--- config.mk ---
export PLATFORM = sky130hd
export DESIGN_NAME = maze_out_arb
export DESIGN_NICKNAME = d
export VERILOG_FILES = /design/src/rtl/maze_out_arb.sv
export SDC_FILE = /design/constraint.sdc
export NUM_CORES = 1
export LEC_CHECK = 0
export CORE_MARGIN = 2
export CORE_UTILIZATION = 29
export DETAILED_ROUTE_END_ITERATION = 12
export HOLD_SLACK_MARGIN = 0.08
export PLACE_DENSITY = 0.82
export SLEW_MARGIN = 30
export SYNTH_ARGS = -nofsm -noshare
export SYNTH_HDL_FRONTEND = slang
export SYNTH_SLANG_ARGS = --single-unit
--- constraint.sdc ---
create_clock -name clk -period 3.3 [get_ports clk]
set_input_delay 0.495 -clock clk [delete_from_list [all_inputs] [get_ports clk]]
set_output_delay 0.495 -clock clk [all_outputs]
set_load 0.005 [all_outputs]
--- src/rtl/maze_out_arb.sv ---
// Packet-level round-robin arbiter for one MAZE node output port.
// Merges NUM_IN valid/ready flit streams and keeps the grant until the tail flit is accepted.
module maze_out_arb #(
  parameter int NUM_IN = 4,
  parameter int PYLD_W = 32
) (
  input  logic                       clk,
  input  logic                       rst_n,
  input  logic [NUM_IN-1:0]          valid_i,
  input  logic [NUM_IN-1:0]          last_i,
  input  logic [NUM_IN*PYLD_W-1:0]   payload_i,
  output logic [NUM_IN-1:0]          ready_o,
  output logic                       valid_o,
  output logic                       last_o,
  output logic [PYLD_W-1:0]          payload_o,
  input  logic                       ready_i,
  output logic [NUM_IN-1:0]          gnt_o,
  output logic                       busy_o
);

  localparam int IDX_W = (NUM_IN > 1) ? $clog2(NUM_IN) : 1;
  localparam logic [IDX_W:0]   NUM_IN_W = (IDX_W+1)'(NUM_IN);
  localparam logic [IDX_W-1:0] LAST_IDX = IDX_W'(NUM_IN - 1);

  typedef enum logic {IDLE = 1'b0, LOCK = 1'b1} state_t;

  state_t           state_r;
  logic [IDX_W-1:0] owner_r;
  logic [IDX_W-1:0] ptr_r;
  logic             en_r;

  logic [IDX_W-1:0] pick_s;
  logic             found_s;
  logic [IDX_W:0]   cand_s;
  logic [IDX_W-1:0] sel_s;
  logic             active_s;
  logic             valid_s;
  logic             last_s;
  logic             hs_s;
  logic [NUM_IN-1:0] gnt_s;
  logic [PYLD_W-1:0] pay_arr_s [NUM_IN];

  // Round-robin scan from ptr_r+1; walking downward leaves the nearest valid candidate as the winner.
  always_comb begin
    pick_s  = '0;
    found_s = 1'b0;
    cand_s  = '0;
    for (int i = NUM_IN; i >= 1; i--) begin
      cand_s = {1'b0, ptr_r} + (IDX_W+1)'(i);
      if (cand_s >= NUM_IN_W) begin
        cand_s = cand_s - NUM_IN_W;
      end else begin
        cand_s = cand_s;
      end
      if (valid_i[cand_s[IDX_W-1:0]]) begin
        pick_s  = cand_s[IDX_W-1:0];
        found_s = 1'b1;
      end else begin
        pick_s  = pick_s;
        found_s = found_s;
      end
    end
  end

  // Unpack the flat payload bus into per-input words.
  always_comb begin
    for (int k = 0; k < NUM_IN; k++) begin
      pay_arr_s[k] = payload_i[k*PYLD_W +: PYLD_W];
    end
  end

  // Zero-latency select path; everything is held low until en_r rises after reset.
  always_comb begin
    sel_s    = (state_r == LOCK) ? owner_r : pick_s;
    active_s = en_r & ((state_r == LOCK) | found_s);
    valid_s  = active_s & valid_i[sel_s];
    last_s   = active_s & last_i[sel_s];
    hs_s     = valid_s & ready_i;
    gnt_s    = '0;
    gnt_s[sel_s] = active_s;
  end

  assign valid_o   = valid_s;
  assign last_o    = last_s;
  assign payload_o = active_s ? pay_arr_s[sel_s] : '0;
  assign gnt_o     = gnt_s;
  assign ready_o   = gnt_s & {NUM_IN{ready_i}};
  assign busy_o    = en_r & (state_r == LOCK);

  // Grant FSM: an offered but unfinished packet freezes the choice in LOCK until its tail is accepted.
  always_ff @(posedge clk or negedge rst_n) begin
    if (!rst_n) begin
      state_r <= IDLE;
      owner_r <= '0;
      ptr_r   <= LAST_IDX;
      en_r    <= 1'b0;
    end else begin
      en_r <= 1'b1;
      case (state_r)
        IDLE: begin
          if (valid_s) begin
            if (hs_s && last_s) begin
              ptr_r <= pick_s;
            end else begin
              state_r <= LOCK;
              owner_r <= pick_s;
            end
          end
        end
        LOCK: begin
          if (hs_s && last_s) begin
            state_r <= IDLE;
            ptr_r   <= owner_r;
          end
        end
        default: begin
          state_r <= IDLE;
        end
      endcase
    end
  end

endmodule

After elaboration in Yosys (flattened, before gate mapping)

Cells that the tools add are included.

Register bits after elaboration: 6
Input bits: 139
Output and inout port bits: 43
Word-level logic and storage cells: 79

Add/subtract/negate cells: 8
Magnitude comparators: 11
Eq/ne operators: 3
Multiplexer cells: 38
Bitwise gates (word level): 11
Reductions and logical operators: 4

Operators by type and width:

| cell                                                                                 | number |
|---|---|
| 32-bit two-way mux                                                                   | 3 |
| 32-bit binary-select mux with 2-bit select                                           | 1 |
| 2-bit two-way mux                                                                    | 12 |
| 3-bit greater-or-equal comparator (second input constant)                            | 5 |
| 2-bit by 3-bit less-than comparator with 1-bit output (second input constant)        | 5 |
| 1-bit two-way mux                                                                    | 13 |
| 1-bit binary-select mux with 2-bit select                                            | 6 |
| 4-bit bitwise AND                                                                    | 2 |
| 2-bit by 1-bit subtractor with 2-bit output (second input constant)                  | 4 |
| 2-bit by 2-bit adder with 3-bit output (second input constant)                       | 2 |
| 3-bit AND reduction                                                                  | 2 |
| 1-bit bitwise AND                                                                    | 5 |
| 2-bit inequality test (second input constant)                                        | 2 |
| 2-bit case mux with 2 select lines                                                   | 1 |
| 2-bit by 1-bit adder with 3-bit output (second input constant)                       | 1 |
| 2-bit by 3-bit adder with 3-bit output (second input constant)                       | 1 |
| 2-bit NOT with 3-bit output                                                          | 1 |
| 1-bit demux with 2-bit select                                                        | 1 |
| 2-bit by 1-bit greater-or-equal comparator with 1-bit output (second input constant) | 1 |
| 1-bit logical AND                                                                    | 2 |
| 2-bit by 1-bit inequality test with 1-bit output (second input constant)             | 1 |
| 1-bit NOT                                                                            | 2 |
| 1-bit case mux with 2 select lines                                                   | 1 |
| 1-bit bitwise OR                                                                     | 1 |

Depth between registers and ports, before layout

Depth after elaboration: 18
Mapped depth: 8
Gate-level depth less buffers: 6

Least setup slack after synthesis

OpenSTA, ideal clock, no wires.

Kind: register to output
Start: register ptr_r[1]
End: output payload_o[0]
Arrival time: 2.268 ns
Data required time: 2.805 ns
Slack: 0.537 ns
Stages on the path, launching flop included: 9
Path through: dfstp_2 buf_6 mux2i_1 o22ai_1 a21o_4 o21ai_4 buf_12 mux4_2 and2_1

Longest elaborated chain between the ends: 15
Elaborated cells on any way between the ends: 40
Classes of those cells: 8 x add/sub; 4 x order compare; 25 x mux; 3 x bitwise

RTL lines:

| element                                                                                                 | line   | text |
|---|---|---|
| start, declared                                                                                         | 29     | `logic [IDX_W-1:0] ptr_r;` |
| start signal, assigned                                                                                  | 103    | `ptr_r <= pick_s;` |
| start signal, assigned                                                                                  | 113    | `ptr_r <= owner_r;` |
| 2-bit by 3-bit adder with 3-bit output                                                                  | 49     | `cand_s = {1'b0, ptr_r} + (IDX_W+1)'(i);` |
| 3-bit greater-or-equal comparator / 2-bit by 1-bit subtractor with 2-bit output (equally long branches) | 50, 51 |  |
| 2-bit two-way mux                                                                                       | 50     | `if (cand_s >= NUM_IN_W) begin` |
| 1-bit binary-select mux with 2-bit select                                                               | 55     | `if (valid_i[cand_s[IDX_W-1:0]]) begin` |
| 1-bit two-way mux (implied by the code)                                                                 | 55     |  |
| 2-bit two-way mux (4 in a row)                                                                          | 55     |  |
| 2-bit two-way mux                                                                                       | 74     | `sel_s = (state_r == LOCK) ? owner_r : pick_s;` |
| 2-bit NOT with 3-bit output (implied by the code)                                                       | 85     | `assign payload_o = active_s ? pay_arr_s[sel_s] : '0;` |
| 32-bit binary-select mux with 2-bit select                                                              | 85     |  |
| 32-bit two-way mux (implied by the code) (2 in a row)                                                   | 85     |  |
| 32-bit two-way mux (*)                                                                                  | 85     |  |
| end, declared                                                                                           | 15     | `output logic [PYLD_W-1:0] payload_o,` |

Every way passes the cells marked *; elsewhere a longest branch is shown, timed or not. The select of a mux whose other input is x is not followed.

Worst setup path in the final report

Start: register ptr_r[1]
End: output payload_o[11]

Same word-level chain as after synthesis.

==> flow_summary.yaml <==
synth:
  synth.distinct_cells: 41
  synth.largest_area_cell: "mux4_2"
  syn_nets: 288
  synth_top_area_share: 0.370
  ys_seq_area_frac: 0.0929
  syn_inst: 149
  syn_area_per_cell_um2: 11.0
  netlist_top_cells_area: "mux4_2, and2_1, mux4_1"
  synth_area_um2: 1640
  ys_seq_elements: 6
  yosys_warnings: 0
place:
  dp.cells: 411
  numPortBuffers: 181
  place_ws_ps: -230
  dp_hpwl_um: 6620
  gp_congestion: 0.908
critical_path:
  timing.rr.end: "owner_r[0]"
  crit_start: "ptr_r[1]"
  worstReg2RegStart: "ptr_r[1]"
  r2r_slack_ps: 710
  cp.arrival_ps: 2710
  path_class: "flip-flop to output port"
  cp-end-kind: "output port"
  rr_worst_depth: 9
  startpoint_type: "flip-flop"
  path_max_fanout: 9
  critPathRequiredTime_ps: 2800
clocking:
  clkLatencyLatePin_ps: 220
  cts_tree: "built"
  htree_levels: 1
  clock_sinks: 6
  cts_hold_buf: 0
  cts_buffers: 3
  cts_root_buf: "clkbuf_8"
  path_clk_slew_ps: 40
  cts.path.max_buffers: 2
final_layout:
  instances_no_fill: 432
  syn_to_final_growth_pct: 139
  drive_gt1_frac: 0.247
  insertedDiodeCount: 0
  fin_nets: 501
  filler_cell_count: 410
routing:
  wl_um: 8400
  wl_per_cell_um: 19.4
  vias: 2216
  route.detailed.drc: 0
  antenna_left: 0
  drt_iter0_drc: 58
  drtPass1Iterations: 4
  routed_via_density: 5.13
power_and_ir_drop:
  powerDensity_nw_per_um2: 735
  p_total_uw: 2880
  peakVddDrop_v: 0.000500
  p_leak_uw: 0.00164
grt:
  track_usage: 0.256
  grt_max_degree: 19
  grt_pass1_vias: 2294
  use_met3: 0.0307
  grtUsageMet1: 0.295
  grt.busiest_layer: "met2"
  grt_pass1_wl_um: 12300
  antenna_found_initial: 0
  use_met2: 0.483
  grt-ovfl-total: 0
floorplanning:
  core_um2: 5470
  dieArea_um2: 6280
  rows: 27
  die_h_um: 79.3
  die_w_um: 79.3
  io_pins: 182
  initial_core_util: 0.300
run_status:
  outcome: "finished clean"
timing:
  hold_viol_final: 0
  finalMaxSlewViolations: 0
  setup_slack_ps: 90.3
  rsz0062_at_grt: "true"
  worst_hold_slack_ps: 510
  fin_skew_ps: 2.92
  max_clock_freq_mhz: 312
  post-route-min-period_ps: 3210
  finalSetupViolCount: 0
  timing.final.crit_share: 0.973
min_path:
  hp-class: "input pin to asynchronous set/reset pin"
run:
  max-cap-violations: 0
what timing repair did:
item / CTS / global route
gates resized for setup: 50 / 18
setup buffers: 16 / 1
gates cloned: 4 / 0
pin swaps: 4 / 2
setup endpoints to repair: 32 / 31
state kept, by name, summed over array words and instances, names as in the netlist:
name	flops
en_r	1
owner_r	2
state_r	1
ptr_r	2
power breakdown:
group          internal, uW  switching, uW
logic                  1680            931
registers               114           46.4
clock network          78.2           30.2
stage by stage:
step	setup TNS (ps)	util	area, um^2
global route	-76.4	0.716	3920
floorplan	0	-	1640
finish	0	0.716	3920
CTS	0	0.721	3950
global placement	-5140	0.667	3650
detailed placement	-6040	0.667	3650
cells in the mapped netlist (all sizes together):
| cell type | instances |
|---|---|
| a211oi | 2 |
| o21ai | 6 |
| mux4 | 33 |
| o22a | 1 |
| nor2b | 2 |
| o21a | 3 |
| and2 | 33 |
| conb | 1 |
| dfrtp | 4 |
| mux2 | 3 |
| o221ai | 1 |
| a31o | 1 |
| buf | 9 |
| nand2b | 4 |
| inv | 5 |
| or2 | 1 |
| a31oi | 2 |
| dfstp | 2 |
| a221oi | 1 |
| a21oi | 7 |
| nand2 | 5 |
| a211o | 1 |
| a21o | 2 |
| nor2 | 3 |
| o22ai | 1 |
| mux2i | 1 |
| a21boi | 2 |
| clkbuf | 3 |
| nor3 | 8 |
| or4 | 1 |
| nand3b | 1 |
worst max-delay path by stage:
stage / to / slack [ps] / depth (start not counted)
2_1_floorplan: payload_o[0] / 540 / 8
3_3_place_gp: payload_o[30] / -210 / 9
3_5_place_dp: payload_o[30] / -230 / 9
4_1_cts: payload_o[20] / 2 / 9
5_1_grt: payload_o[4] / -10 / 9
6_report: payload_o[11] / 90 / 10
logic make-up (layout without fill, tap and decap cells):
kind of cell / count (synthesis) / after routing / synth area share
flip-flops: 6 / 6 / 0.0929
AND/OR/NAND/NOR: 58 / 58 / 0.204
multiplexers: 37 / 37 / 0.493
other: 1 / 1 / 0.00228
buffers and inverters: 17 / 228 / 0.0739
AO/OA/AOI/OAI: 30 / 30 / 0.134
routing by layer:
metal / part of all wire / up-vias
li1: - / 1023
met2: 0.54 / 104
met5: 0 / -
met4: 0.033 / 0
met1: 0.37 / 1069
met3: 0.060 / 20
critical path, stage by stage (launching register included):
cell and delay [ps]:
dfstp_2 540, mux2i_2 210, o22ai_2 100, a21o_4 200, o21ai_4 140, buf_6 150, buf_4 120, buf_12 130
mux4_2 490, and2_1 170, clkdlybuf4s15_1 210
area by class of cell:
class	instances	area, um^2	area share
flip-flops and latches	6	153	0.0389
well taps	72	90.1	0.0230
clock buffers	3	41.3	0.0105
repair buffers	220	2220	0.566
multi-input cells	126	1400	0.357
inverters	5	18.8	0.00479
placed cells by master, fill, tap and decap left out, drive strengths merged, types with 2 or more instances in the layout:
cell           count
dlygate4sd2       23
clkdlybuf4s15     10
nor3               8
inv                5
a21o               2
nor2               3
a21oi              7
dfrtp              4
o21a               3
nand2b             4
and2              33
o21ai              6
a211oi             2
a21boi             2
mux2               3
dfstp              2
clkdlybuf4s50    143
nor2b              2
dlymetal6s2s       4
nand2              5
buf               39
mux4              33
a31oi              2
clkbuf             4
Note: power is estimated with default switching activity, not from simulation.
